File: src/rtl/banco_registradores_param.sv
// Parametrised register file: two registered read ports, one write port with bypass,
// optional hardwired zero register and a per-register pending-write scoreboard.
module banco_registradores_param #(
   parameter int DATA_W   = 16,
   parameter int ADDR_W   = 5,
   parameter bit ZERO_REG = 1'b0
) (
   input  logic              clk,
   input  logic              rst,
   input  logic              rd_en,
   input  logic [ADDR_W-1:0] regA,
   input  logic [ADDR_W-1:0] regB,
   input  logic              wr_en,
   input  logic [ADDR_W-1:0] regC,
   input  logic [DATA_W-1:0] dado,
   input  logic              issue_en,
   input  logic [ADDR_W-1:0] issue_reg,
   output logic [DATA_W-1:0] regsaidaA,
   output logic [DATA_W-1:0] regsaidaB,
   output logic              busyA,
   output logic              busyB,
   output logic              busy_any
);

   localparam int NUM_REGS = 2**ADDR_W;

   logic [DATA_W-1:0]   mem [NUM_REGS];
   logic [NUM_REGS-1:0] sb;
   logic [NUM_REGS-1:0] sb_cleared;
   logic [NUM_REGS-1:0] sb_next;
   logic                wr_eff;
   logic                iss_eff;
   logic [DATA_W-1:0]   rd_a_val;
   logic [DATA_W-1:0]   rd_b_val;

   function automatic logic [NUM_REGS-1:0] onehot(input logic [ADDR_W-1:0] a);
      logic [NUM_REGS-1:0] v;
      v    = '0;
      v[a] = 1'b1;
      return v;
   endfunction

   function automatic logic is_zero_reg(input logic [ADDR_W-1:0] a);
      return ZERO_REG && (a == '0);
   endfunction

   always_comb begin
      wr_eff     = wr_en && !is_zero_reg(regC);
      iss_eff    = issue_en && !is_zero_reg(issue_reg);
      // Busy flags sample the scoreboard after the write-clear but before the issue-set.
      sb_cleared = sb & ~(wr_eff ? onehot(regC) : '0);
      sb_next    = sb_cleared | (iss_eff ? onehot(issue_reg) : '0);

      rd_a_val = mem[regA];
      if (wr_eff && (regC == regA)) rd_a_val = dado;
      if (is_zero_reg(regA))        rd_a_val = '0;

      rd_b_val = mem[regB];
      if (wr_eff && (regC == regB)) rd_b_val = dado;
      if (is_zero_reg(regB))        rd_b_val = '0;
   end

   always_ff @(posedge clk or posedge rst) begin
      if (rst) begin
         for (int i = 0; i < NUM_REGS; i++) mem[i] <= '0;
         sb        <= '0;
         regsaidaA <= '0;
         regsaidaB <= '0;
         busyA     <= 1'b0;
         busyB     <= 1'b0;
      end else begin
         if (wr_eff) mem[regC] <= dado;
         sb <= sb_next;
         if (rd_en) begin
            regsaidaA <= rd_a_val;
            regsaidaB <= rd_b_val;
            busyA     <= sb_cleared[regA];
            busyB     <= sb_cleared[regB];
         end
      end
   end

   assign busy_any = |sb;

endmodule
File: config.mk
export PLATFORM = sky130hd
export DESIGN_NAME = banco_registradores_param
export DESIGN_NICKNAME = d
export VERILOG_FILES = /design/src/rtl/banco_registradores_param.sv
export SDC_FILE = /design/constraint.sdc
export NUM_CORES = 1
export LEC_CHECK = 0
export CORE_ASPECT_RATIO = 1.4
export CORE_MARGIN = 5
export CORE_UTILIZATION = 35
export DETAILED_ROUTE_END_ITERATION = 8
export PLACE_DENSITY_LB_ADDON = 0.3
export SLEW_MARGIN = 15
export SYNTH_ARGS = -nofsm -noshare
export SYNTH_HDL_FRONTEND = slang
export SYNTH_SLANG_ARGS = --single-unit
File: constraint.sdc
create_clock -name clk -period 29.8 [get_ports clk]
set_input_delay 5.96 -clock clk [delete_from_list [all_inputs] [get_ports clk]]
set_output_delay 5.96 -clock clk [all_outputs]
set_load 0.03 [all_outputs]
# Yosys cells after proc, flatten, opt, wreduce, memory -nomap -nowiden
# Index checks and enable logic that the tools add are counted.
dict set report word_totals {
  romBits 0
  n_memories 0
  ram_bits 0
  regBits 578
  latch_bits 0
  in_bits 41
}
dict set report op_classes {
  magnitude_cmp 10
  div_mod_pow 0
  bitwise 6
  n_addsub 0
  mul 0
  n_reduce_logical 6
  n_shift 0
  n_eq_ne 2
  n_mux 21
}
# op n
set ops {}
lappend ops {{$bwmux W512} 1}
lappend ops {{$bmux W16 S5} 2}
lappend ops {{$mux W16} 7}
lappend ops {{$demux W16 S5} 1}
lappend ops {{$mux W32} 2}
lappend ops {{$and A32 B32 Y32} 1}
lappend ops {{$not A32 Y32} 1}
lappend ops {{$or A32 B32 Y32} 1}
lappend ops {{$reduce_or A32 Y1} 1}
lappend ops {{$lt A5 B6 Y1 const B} 4}
lappend ops {{$ge A6 B6 Y1 const B} 3}
lappend ops {{$not A5 Y6} 3}
lappend ops {{$bmux W1 S5} 2}
lappend ops {{$demux W1 S5} 2}
lappend ops {{$eq A5 B5 Y1} 2}
lappend ops {{$ge A5 B1 Y1 const B} 2}
lappend ops {{$lt A6 B1 Y1 const B} 1}
lappend ops {{$logic_and A1 B1 Y1} 5}
lappend ops {{$mux W1} 4}

# Depth between registers and ports, before layout
dict set report logic_depth {
  word_depth 9
  ltp_mapped 9
  ltp_nobuf 6
}

# Least setup slack after synthesis
# OpenSTA, ideal clock, no wires.
dict set report synth_path {
  path_kind {input to register}
  start {input port regB[0]}
  end {register regsaidaB[10]}
  n_path_buf 3
  path_stages 7
  t_arrival_ns 7.635
  slack_ns 22.024
  t_required_ns 29.659
  cell_sequence {buf_2 -> buf_6 -> buf_4 -> mux4_2 -> mux4_2 -> mux2i_1 -> o21ai_1}
}
dict set report synth_between {
  elab_chain_len 5
  elab_cells_between_ends 7
}
# element line_no
set synth_lines {}
lappend synth_lines {{start, declared} 12} ;# input logic [ADDR_W-1:0] regB,
lappend synth_lines {{$not A5 Y6 (implied by the code)} 58} ;# rd_b_val = mem[regB];
lappend synth_lines {{$bmux W16 S5} 58}
lappend synth_lines {{$mux W16 (implied by the code) (2 in a row)} 58}
lappend synth_lines {{$mux W16 (*)} 59} ;# if (wr_eff && (regC == regB)) rd_b_val = dado;
lappend synth_lines {{end signal, assigned} 76} ;# regsaidaB <= rd_b_val;
lappend synth_lines {{end, declared} 19} ;# output logic [DATA_W-1:0] regsaidaB,
# Every way passes the cells marked *; elsewhere a longest branch is shown, timed or not. The select of a mux whose other input is x is not followed.
# A chain may end at the register's enable or synchronous reset.

# Final worst setup path
dict set report layout_path {
  start {register sb[13]}
  end {output port busy_any}
}
dict set report layout_between {
  elab_chain_len 1
}
# element line_no
set layout_lines {}
lappend layout_lines {{start, declared} 28} ;# logic [NUM_REGS-1:0] sb;
lappend layout_lines {{start signal, assigned} 73} ;# sb <= sb_next;
lappend layout_lines {{$reduce_or A32 Y1} 83} ;# assign busy_any = |sb;
lappend layout_lines {{end, declared} 22} ;# output logic busy_any
# No other way between the ends.

==> summary.md <==
| Metric | Value |
|---|---|
| Worst reg2reg endpoint | `busyB` |
| Chip width | `261 µm` |
| Net count after synthesis | `2130` |
| Netlist Area Pre-Place | `30800 µm²` |
| TritonCTS clock tree | `done` |
| Die Ht | `361 µm` |
| Hold Path Cell Cnt | `2` |
| Htree depth | `2` |
| R2R setup slack | `27.83 ns` |
| Cell count after synthesis | `2089` |
| Sequential share of the synthesized area | `46.9%` |
| GR Util All Layers | `between 20% and 30%` |
| First-pass GRT wire length | `148 mm` |
| Drt wl/cell | `30.3 µm` |
| Setup slack at placement | `20.69 ns` |
| Final ANT Viol Nets | `0` |
| Fraction of layout cells with a size suffix above 1 | `46.2%` |
| Initial antenna violation count | `4` |
| Synth cell types | `52` |
| Final Cycle Share | `29.1%` |
| Residual DRC | `0` |
| Final Setup Violations | `0` |
| Final hold viol count | `0` |
| Area Growth Syn to Fin | `12.3%` |
| Clock sinks | `578` |
| Met3 Use GR | `3.99%` |
| Status | `finished clean` |
| Setup Buffers After CTS | `0` |
| Clock Tree Root | `clkbuf_16` |
| DP HPWL | `57.2 mm` |
| Post-synth top cells | `dfrtp_1, mux2_2, mux4_2` |
| Grt met2 use | `34.4%` |
| Post-cts sizing count | `0` |
| HP Class | `flop to flop` |
| Share of synthesized registers carrying an async set or reset | `100%` |
| Area leader, netlist | `dfrtp_1` |
| Hold endpoint | `mem[239]` |
| Top_reg_cell synth | `dfrtp_1` |
| Post-Route WL | `100 mm` |
| Busiest grt layer | `met2` |
| RSZ-0062 raised after global routing | `no` |
| Number of nets in the layout | `~2.1k` |
| Boundary pin count | `76` |
| Mean Syn Cell Area | `14.8 µm²` |
| Reg2reg path depth | `6` |
| Row count | `128` |
| RR Startpoint | `sb[20]` |
| GR Overflow Total | `0` |
| Crit path max fanout | `4` |
| Clk pin slew, worst setup/hold paths | `approximately 0.06 ns` |
| Min Clock Period, post-route | `8.66 ns` |
| Top post-synthesis cells by area | `dfrtp_1, mux4_2, mux2_2, mux2i_1, nand2_1` |
| Die Area | `94200 µm²` |
| Pleak | `approximately 0.015 µW` |
| GR Layer Usage met1 | `28.0%` |
| Syn. warnings | `0` |
| Clock latency on the worst-skew pair | `0.63 ns` |
| CTS max path bufs | `3` |
| VDD IR max | `0.0430 mV` |
| Setup TNS Final | `0 ns` |
| Placer congestion estimate | `0.914` |
| I/O Buffers | `75` |
| Hold Path Origin | `mem[239]` |
| Critical path data arrival time | `around 2.7 ns` |
| Max_cap viols | `0` |
| Post-synth EDFFs | `0` |
| Drt initial violations | `1534` |
| Vias in the first global route | `21.2k` |
| Hold_buf cts | `0` |
| Share of Yosys cell area claimed by the top area cell type | `46.9%` |
| Flops & latches, synth | `578` |
| Area occupied by multi-input gates | `between 15000 and 20000 µm²` |
| Final setup margin | `21.14 ns` |
| Slew Limit Fails | `0` |
| Critical Path Source | `sb[13]` |
| First-pass DRT Iterations | `5` |
| Starting Density | `35.3%` |
| Post-DR vias/cell | `around 6.0` |
| Power density cells | `67.5 nW/µm²` |
| Critical Path RT | `23.84 ns` |
| Fmax achieved | `115 MHz` |
| Clock skew | `approximately 0.013 ns` |
| Largest net degree at the start of global routing | `just under 200` |
| Sequential cell area | `14500 µm²` |
| CTS Buf Count | `58` |
| Worst setup EP type | `primary output` |
| Fillers | `8057` |
| Startpoint Class | `flop` |
| Via Count | `19.7k` |
| Pin slew with the least headroom to its limit | `1.32 ns` |
| Critical path class | `flop to primary output` |
| CORE AREA | `just under 90000 µm²` |
| Relative slew slack | `11.8%` |
| Count leader, synth | `dfrtp_1` |
-- flip-flops by register name, indices dropped and copies added (netlist names) --
register / count
busyB: 1
regsaidaB: 16
sb: 32
regsaidaA: 16
busyA: 1
mem: 512
-- final cells by class --
class / count / area share, %
clock buffer: 87 / 4.94
multi-input combinational: 1307 / 44.8
timing repair buffer: 133 / 3.51
clock inverter: 17 / 0.625
antenna: 1 / 0.00723
sequential: 578 / 41.8
tap: 1170 / 4.23
inverter: 8 / 0.108
-- worst max-delay path by stage --
stage / end / slack, ns / depth (start not counted)
2_1_floorplan: busyA / 7.67 / 1
3_3_place_gp: regsaidaB[7] / 20.24 / 7
3_5_place_dp: mem[414] / 20.69 / 4
4_1_cts: busy_any / 21.15 / 4
5_1_grt: mem[335] / 20.99 / 5
6_report: busy_any / 21.14 / 4
-- per-layer routing --
metal	share of wire, %	routed length (µm)
met5	0.019	19
met4	4.9	4880
met3	6.6	6630
met2	48	48000
met1	41	40600
-- cells in the final DEF, fill, tap and decap left out, types with 7 or more instances in the layout --
master / count
o21ai_1: 11
o21ai_0: 61
nand4_1: 8
mux2_2: 482
clkbuf_1: 15
o211ai_1: 10
a21oi_1: 37
nand3_1: 14
buf_2: 11
nor4_1: 9
mux4_2: 308
o221ai_1: 8
nor2_1: 8
inv_1: 7
clkinv_2: 10
clkbuf_8: 13
buf_4: 55
mux2i_1: 70
nand2b_1: 11
dfrtp_1: 578
clkbuf_16: 59
nand2_1: 144
nor2b_1: 39
clkdlybuf4s50_1: 58
nor2_2: 12
-- logic make-up after synthesis --
family                 count (synthesis)  synth area share [%]
AO/OA/AOI/OAI                        155                  2.96
XOR/XNOR                              10                 0.284
buffers and inverters                204                  2.94
flip-flops                           578                  46.9
multiplexers                         860                  42.4
AND/OR/NAND/NOR                      282                  4.50
-- stage by stage --
stage          area, µm²  instances  total power (µW)  hold WS (ns)  util (%)
2_1_floorplan      30800       2089              1430         0.458         -
3_5_place_dp       32700       3194              1600         0.486      37.4
5_1_grt            34600       3300              2440         0.529      39.7
4_1_cts            34600       3298              2360         0.502      39.6
6_report           34600       3301              2340         0.501      39.7
3_3_place_gp       32600       3193              1570         0.473      37.4
-- where the power goes --
group,total [µW],switching (µW),internal [µW]
Clock,759,322,437
Combinational,512,210,302
Sequential,1070,124,943
Total,2340,656,1680
-- worst max-delay path: stages, from the launching register on --
cell and delay [ns]:
dfrtp_1 0.42, nor4_1 0.49, nand4_1 0.24, or2_2 0.34, clkdlybuf4s50_1 0.59
Power figures use the tool's default switching activity.
